[src/rtl/math_host_driver.sv]
// math_host_driver
//   Initiator for the math accumulator op/data bus. Each accepted word-level
//   command (LOAD_A0, LOAD_A1, ADD, READ_A0) is expanded into a run of
//   registered {op_out, data_out} byte pairs, one pair per clock. READ_A0
//   collects the core's result one byte at a time into a BITS-wide response.
//
// Ports
//   clk, rst_n             clock, asynchronous active-low reset
//   cmd_valid/ready/op/data  host command channel (op: 0=LOAD_A0 1=LOAD_A1
//                          2=ADD 3=READ_A0; data is the LOAD operand)
//   rsp_valid/ready/data   read result channel toward the host
//   op_out, data_out       opcode / data byte to the math core (NOP = 8'h00)
//   data_in                low byte of the core's selected accumulator
module math_host_driver #(
    parameter int BITS = 64
) (
    input  logic            clk,
    input  logic            rst_n,
    input  logic            cmd_valid,
    output logic            cmd_ready,
    input  logic [1:0]      cmd_op,
    input  logic [BITS-1:0] cmd_data,
    output logic            rsp_valid,
    input  logic            rsp_ready,
    output logic [BITS-1:0] rsp_data,
    output logic [7:0]      op_out,
    output logic [7:0]      data_out,
    input  logic [7:0]      data_in
);

    localparam int NB = BITS / 8;
    localparam int CW = (NB > 1) ? $clog2(NB) : 1;
    localparam logic [CW-1:0] CNT_LAST = CW'(NB - 1);

    // Core opcodes; the core selector bit is always 0 except for COPY (09),
    // which targets accum1 on purpose: accum1 <= accum0 + accum1 (cleared).
    localparam logic [7:0] OP_NOP   = 8'h00;
    localparam logic [7:0] OP_CLR0  = 8'h02;
    localparam logic [7:0] OP_CLR1  = 8'h03;
    localparam logic [7:0] OP_INS   = 8'h04;
    localparam logic [7:0] OP_ADD0  = 8'h08;
    localparam logic [7:0] OP_ADD1  = 8'h09;
    localparam logic [7:0] OP_SHL   = 8'h0A;
    localparam logic [7:0] OP_RD    = 8'h0C;
    localparam logic [7:0] BYTE_SH  = 8'h08;

    typedef enum logic [2:0] {
        IDLE  = 3'd0,
        CLR   = 3'd1,
        SHIFT = 3'd2,
        INS   = 3'd3,
        CLR1  = 3'd4,
        COPY  = 3'd5,
        RD    = 3'd6,
        RSP   = 3'd7
    } state_t;

    state_t          state_r, state_s;
    logic [CW-1:0]   cnt_r, cnt_s;
    logic [7:0]      op_r, op_s;
    logic [7:0]      dout_r, dout_s;
    logic [BITS-1:0] opnd_r, opnd_s;
    logic            is_a1_r, is_a1_s;
    logic [BITS-1:0] rsp_data_r, rsp_data_s;
    logic            cmd_ready_r;
    logic            rsp_valid_r;
    logic [BITS-1:0] opnd_shift_s;

    // Operand byte selected by the load counter (MSB first).
    assign opnd_shift_s = opnd_r >> {cnt_r, 3'b000};

    // Next-state, next op byte and response byte capture.
    always_comb begin
        state_s    = state_r;
        cnt_s      = cnt_r;
        op_s       = OP_NOP;
        dout_s     = 8'h00;
        opnd_s     = opnd_r;
        is_a1_s    = is_a1_r;
        rsp_data_s = rsp_data_r;
        case (state_r)
            IDLE: begin
                if (cmd_valid) begin
                    case (cmd_op)
                        2'd0, 2'd1: begin
                            opnd_s  = cmd_data;
                            is_a1_s = cmd_op[0];
                            state_s = CLR;
                            op_s    = OP_CLR0;
                        end
                        2'd2: begin
                            // Single op cycle; the driver stays ready.
                            op_s = OP_ADD0;
                        end
                        2'd3: begin
                            state_s = RD;
                            cnt_s   = {CW{1'b0}};
                            op_s    = OP_RD;
                            dout_s  = BYTE_SH;
                        end
                        default: begin
                            state_s = IDLE;
                        end
                    endcase
                end else begin
                    state_s = IDLE;
                end
            end
            CLR: begin
                state_s = SHIFT;
                cnt_s   = CNT_LAST;
                op_s    = OP_SHL;
                dout_s  = BYTE_SH;
            end
            SHIFT: begin
                state_s = INS;
                op_s    = OP_INS;
                dout_s  = opnd_shift_s[7:0];
            end
            INS: begin
                if (cnt_r == {CW{1'b0}}) begin
                    if (is_a1_r) begin
                        state_s = CLR1;
                        op_s    = OP_CLR1;
                    end else begin
                        state_s = IDLE;
                    end
                end else begin
                    cnt_s   = cnt_r - {{(CW-1){1'b0}}, 1'b1};
                    state_s = SHIFT;
                    op_s    = OP_SHL;
                    dout_s  = BYTE_SH;
                end
            end
            CLR1: begin
                state_s = COPY;
                op_s    = OP_ADD1;
            end
            COPY: begin
                state_s = IDLE;
            end
            RD: begin
                // data_in shows the byte about to be shifted out by this RD op.
                for (int j = 0; j < NB; j++) begin
                    if (cnt_r == CW'(j)) begin
                        rsp_data_s[j*8 +: 8] = data_in;
                    end else begin
                        rsp_data_s[j*8 +: 8] = rsp_data_r[j*8 +: 8];
                    end
                end
                if (cnt_r == CNT_LAST) begin
                    state_s = RSP;
                end else begin
                    cnt_s  = cnt_r + {{(CW-1){1'b0}}, 1'b1};
                    op_s   = OP_RD;
                    dout_s = BYTE_SH;
                end
            end
            RSP: begin
                if (rsp_ready) begin
                    state_s = IDLE;
                end else begin
                    state_s = RSP;
                end
            end
            default: begin
                state_s = IDLE;
            end
        endcase
    end

    // State and registered outputs; async reset aborts any sequence.
    always_ff @(posedge clk or negedge rst_n) begin
        if (!rst_n) begin
            state_r     <= IDLE;
            cnt_r       <= {CW{1'b0}};
            op_r        <= 8'h00;
            dout_r      <= 8'h00;
            opnd_r      <= {BITS{1'b0}};
            is_a1_r     <= 1'b0;
            rsp_data_r  <= {BITS{1'b0}};
            cmd_ready_r <= 1'b1;
            rsp_valid_r <= 1'b0;
        end else begin
            state_r     <= state_s;
            cnt_r       <= cnt_s;
            op_r        <= op_s;
            dout_r      <= dout_s;
            opnd_r      <= opnd_s;
            is_a1_r     <= is_a1_s;
            rsp_data_r  <= rsp_data_s;
            cmd_ready_r <= (state_s == IDLE);
            rsp_valid_r <= (state_s == RSP);
        end
    end

    assign cmd_ready = cmd_ready_r;
    assign rsp_valid = rsp_valid_r;
    assign rsp_data  = rsp_data_r;
    assign op_out    = op_r;
    assign data_out  = dout_r;

endmodule

[config.mk]
export PLATFORM = sky130hd
export DESIGN_NAME = math_host_driver
export DESIGN_NICKNAME = d
export VERILOG_FILES = /design/src/rtl/math_host_driver.sv
export SDC_FILE = /design/constraint.sdc
export NUM_CORES = 1
export LEC_CHECK = 0
export ABC_AREA = 1
export CORE_MARGIN = 2
export CORE_UTILIZATION = 60
export DETAILED_ROUTE_END_ITERATION = 10
export DONT_BUFFER_PORTS = 1
export GPL_TIMING_DRIVEN = 0
export PLACE_DENSITY = 0.73
export SETUP_SLACK_MARGIN = 0.05
export SYNTH_ARGS = -nofsm -noshare
export SYNTH_HDL_FRONTEND = slang
export SYNTH_SLANG_ARGS = --single-unit
[constraint.sdc]
create_clock -name clk -period 2.1 [get_ports clk]
set_input_delay 0.42 -clock clk [delete_from_list [all_inputs] [get_ports clk]]
set_output_delay 0.42 -clock clk [all_outputs]
set_load 0.01 [all_outputs]
After elaboration in Yosys (flattened, before gate mapping)
Index checks and enable logic that the tools add are counted.
{"block": "op_classes", "addsub": 2, "eq_ne": 22, "shifts": 1, "n_mux": 23, "n_reduce_logical": 16}
{"operator": "$shr 64x6->8", "n": 1}
{"operator": "$pmux 8 s6", "n": 1}
{"operator": "$pmux 8 s5", "n": 1}
{"operator": "$eq 3x3->1 const B", "n": 9}
{"operator": "$mux 3", "n": 9}
{"operator": "$pmux 3 s8", "n": 1}
{"operator": "$pmux 8 s3", "n": 1}
{"operator": "$mux 4", "n": 5}
{"operator": "$mux 8", "n": 2}
{"operator": "$reduce_and 2->1", "n": 8}
{"operator": "$eq 3x2->1 const B", "n": 4}
{"operator": "$pmux 3 s4", "n": 1}
{"operator": "$logic_not 3->1", "n": 3}
{"operator": "$eq 3x1->1 const B", "n": 2}
{"operator": "$ne 2x2->1 const B", "n": 3}
{"operator": "$pmux 3 s2", "n": 1}
{"operator": "$reduce_and 5->1", "n": 1}
{"operator": "$eq 2x2->1 const B", "n": 2}
{"operator": "$reduce_bool 4->1", "n": 1}
{"operator": "$add 3x1->3 const B", "n": 1}
{"operator": "$reduce_and 3->1", "n": 1}
{"operator": "$sub 3x1->3 const B", "n": 1}
{"operator": "$eq 2x1->1 const B", "n": 1}
{"operator": "$logic_not 2->1", "n": 1}
{"operator": "other kinds (3)", "n": 3}
{"block": "word_totals", "register_bits": 153, "inputBits": 78, "output_inout_bits": 82, "word_cells": 80}

Logic depth before layout (Yosys ltp)
{"block": "depth", "depth_word": 6, "mapped_depth": 10, "ltp_nobuf": 9}

Worst setup path before layout
OpenSTA, ideal clock, no wires.
{"block": "synth_timing", "kind": "register to register", "start": "reg cnt_r[1]", "end": "reg cnt_r[1]", "setup_ns": 0.130, "arrival_ns": 1.701, "required_time_ns": 1.970, "path_slack_ns": 0.269, "path_stages_with_launch": 11, "path_buffers": 1, "period_less_slack_ns": 1.831, "path_cell_list": "dfrtp_1 > inv_1 > clkbuf_1 > ha_1 > nand2_1 > nand2_1 > nand2_1 > nor2_2 > nand2_4 > nand2_1 > o21ai_2"}
{"block": "synth_via", "elab_chain_cells": 3, "word_cells_on_any_way": 10, "classes_between": "add/sub: 2; eq/ne: 3; mux: 3; reduce/logical: 2"}
{"element": "from (decl)", "line": "59", "text": "logic [CW-1:0] cnt_r, cnt_s;"}
{"element": "from (signal assigned)", "line": "176", "text": "cnt_r <= {CW{1'b0}};"}
{"element": "from (signal assigned)", "line": "186", "text": "cnt_r <= cnt_s;"}
{"element": "$add 3x1->3 (tied with other cells)", "line": "154", "text": "cnt_s = cnt_r + {{(CW-1){1'b0}}, 1'b1};"}
{"element": "$mux 3 (tied with other cells)", "line": "151", "text": "if (cnt_r == CNT_LAST) begin"}
{"element": "$pmux 3 s4 or $reduce_and 5->1 (tied branches)"}
Several ways; a longest one is shown, not always the timed one. The select of a mux whose other input is x is not followed.
A chain may end at the register's enable or synchronous reset.

Worst setup path in the final report
{"block": "layout_timing", "start": "reg cnt_r[0]", "end": "reg cnt_r[0]"}
The elaborated chain is that of the path after synthesis.

==> metrics <==
Tcrit/Tclk final around nine tenths; most frequent cells in the layout nand2_1 (257), dfrtp_1 (148), nor2_1 (96), o21ai_0 (49), a21oi_1 (32); clock-pin slew on the worst setup and hold paths 0.06 ns; startpoint type of the worst setup path flop; H-tree levels 4; Comb power frac a little over a quarter; Clk Latency, worst-skew pair ~0.52 ns; maxcap violations 0; Total Routing Usage GR around 28%; total number of yosys warnings 0; Fin. Hold Viols 149; Mapped Area ~0.0065 mm^2; final RePlAce weighted congestion slightly above 0.9; EDFF count, synth 0; Peak VDD IR slightly above 0.6 mV; Hold Buf Count CTS 12; CP max FO 12; Initial DRC Count between 300 and 400; root buffer cell clkbuf_8; count of different cell masters after synthesis 34; most common cell after layout, fill and taps aside nand2_1; register share of total power 46.2%; Top FF cell, synth dfrtp_1; critical path class flop to flop; grt ovf 0; Static Leak between 3 and 4 nW; FP Rows 38; starting density of the core just over 60%; area growth from synthesis to layout 14.5%; TritonCTS clock tree yes; Clock Tree Buf Depth 2; IO Pins between 150 and 200; DRC Markers 0; Worst Path Arrival around 2.3 ns; antenna violations before repair 0; Final Net Count approximately 850; required time worst endpoint 2.51 ns; routed vias between 5,000 and 6,000; switching pwr a little over 0.004 W; synthesized instance count between 700 and 800; Util after Layout 69.6%; fin. max-slew vios 0; global-route wire length before repair about 25,000 um; hpwl dp around 11,000 um; failing checks negative hold slack; share of cells above drive strength 1 13.0%; port buffer count 0; sequential share of the synthesized area 57.3%; worst slew pin tran between 0.5 and 0.6 ns; post-route cell area between 0.007 and 0.008 mm^2; DR vias/cell 5.48; switching share of power a little under two fifths; part of the power in the clock network 27.1%; cell internal pwr between 0.007 and 0.008 W; Max Fclk between 0.5 and 0.6 GHz; clock skew 0.00701 ns; CP endpoint kind flop; CTS buffer count 17; Pwr Density between 1500 and 2000 mW/mm^2; Ant. Diodes 0; antenna viol nets, final 0; Post-Route WL roughly 16,000 um; DR pass1 iterations 5; largest net degree at the start of global routing 150; RSZ-0062 raised after global routing no; HP Class input pin to async pin; status complete, but fails checks; setup TNS 0 ns; Post-synth ARST share between 90% and 100%; max_slew headroom between 60% and 70%; clock sink count around 150; post-route insts no fill about 920; hold_ws -0.406 ns; Die Wd around 110 um; placed insts 870; Mean Syn Cell Area 8.95 um^2; core area roughly 0.011 mm^2; total power ~0.011 W; die area around 0.012 mm^2; Die Height 108 um; vias in the first global route 4,990; crit path time final ~1.9 ns; Yosys reg bits between 100 and 150; final setup fails 0; dpl cell area around 0.0067 mm^2; mean routed wirelength per cell ~17 um
## power groups by stage
stage | sequential [W] | combinational, W | clock (W)
2_1_floorplan | 0.00488 | 0.00228 | 0
3_3_place_gp | 0.00512 | 0.00276 | 0
5_1_grt | 0.00529 | 0.00344 | 0.00321
4_1_cts | 0.00514 | 0.00295 | 0.00306
6_report | 0.00516 | 0.00299 | 0.00303
3_5_place_dp | 0.00517 | 0.00289 | 0
## cell usage after synthesis (2+ instances only)
library cell / number / area (um^2)
nand2_2: 3 / 18.8
nor2_2: 4 / 25.0
nand2_1: 258 / 968
buf_2: 7 / 35.0
nand2_4: 2 / 22.5
o21ai_0: 49 / 245
buf_6: 13 / 146
clkbuf_1: 7 / 26.3
o211ai_1: 8 / 60.1
nor2_1: 96 / 360
a21oi_1: 32 / 160
ha_1: 7 / 87.6
inv_2: 3 / 11.3
o21ai_2: 11 / 96.3
buf_4: 9 / 67.6
dfrtp_1: 148 / 3700
o21ai_1: 11 / 55.1
o22ai_1: 7 / 43.8
nand3_1: 13 / 65.1
nor2_8: 5 / 100
inv_1: 21 / 78.8
## flip-flops by register name (all words and copies together), names as in the netlist
register / count
cmd_ready: 1
opnd_r: 64
rsp_valid: 1
cnt_r: 3
state_r: 3
rsp_data: 64
op_out: 4
is_a1_r: 1
data_out: 8
## repair_timing
action	CTS	global route
resized for setup	3	2
setup endpoints to repair	18	6
endpoints found under the hold margin	161	149
buffers inserted	0	4
## worst max-delay path: stages (launching register included)
cell and delay [ns]:
dfrtp_1 0.47, inv_2 0.18, buf_6 0.18, ha_1 0.22
nand2_2 0.12, nand2_1 0.12, nand2_1 0.07, nor2_2 0.17
nand2_4 0.11, nand2_1 0.09, o21ai_2 0.05
## final timing paths
| path | startpoint | endpoint | slack, ns | cells past startpoint |
|---|---|---|---|---|
| min in group clk | cmd_data[43] | opnd_r[43]$_DFFE_PN0P_ | 0.01 | 2 |
| setup / recovery | cnt_r[0]$_DFFE_PN0P_ | cnt_r[0]$_DFFE_PN0P_ | 0.21 | 10 |
| hold / removal | rst_n | rsp_data[63]$_DFFE_PN0P_ | -0.41 | 0 |
| setup reg to reg | cnt_r[0]$_DFFE_PN0P_ | cnt_r[0]$_DFFE_PN0P_ | 0.21 | 10 |
| hold reg to reg | opnd_r[59]$_DFFE_PN0P_ | opnd_r[59]$_DFFE_PN0P_ | 0.48 | 2 |
| max in group asynchronous | rst_n | cmd_ready$_DFF_PN1_ | 2.17 | 0 |
## kinds of logic (layout without fill, tap and decap cells)
kind of cell | count (synthesis) | count (layout) | share of synthesized area, %
AOI/OAI and AO/OA | 119 | 119 | 10.3
DFF | 149 | 149 | 57.3
and+or+nand+nor | 387 | 387 | 24.9
buffers and inverters | 64 | 110 | 6.13
adders and majority gates | 7 | 7 | 1.35
other | 1 | 4 | 0.0576
## stage by stage
stage	hold WS, ns	worst slack [ns]
detailed placement	0.128	-0.169
global placement	0.127	-0.102
CTS	-0.427	0.0950
finish	-0.406	0.207
floorplan	0.124	0.269
global route	-0.436	0.0714
## routing by layer
metal,track usage [%],part of all wire (%)
met1,34.8,40
met2,47.0,49
met3,7.72,8.8
met4,11.0,2.3
met5,0,0
## final cells by class
class | instances | area [um^2]
Sequential cell | 149 | 3730
Fill cell | 839 | 3250
Multi-Input combinational cell | 517 | 2390
Clock buffer | 20 | 445
Buffer | 37 | 302
Tap cell | 140 | 175
Clock inverter | 11 | 150
Timing Repair Buffer | 16 | 150
Inverter | 26 | 104
Note: power is estimated with default switching activity, not from simulation.
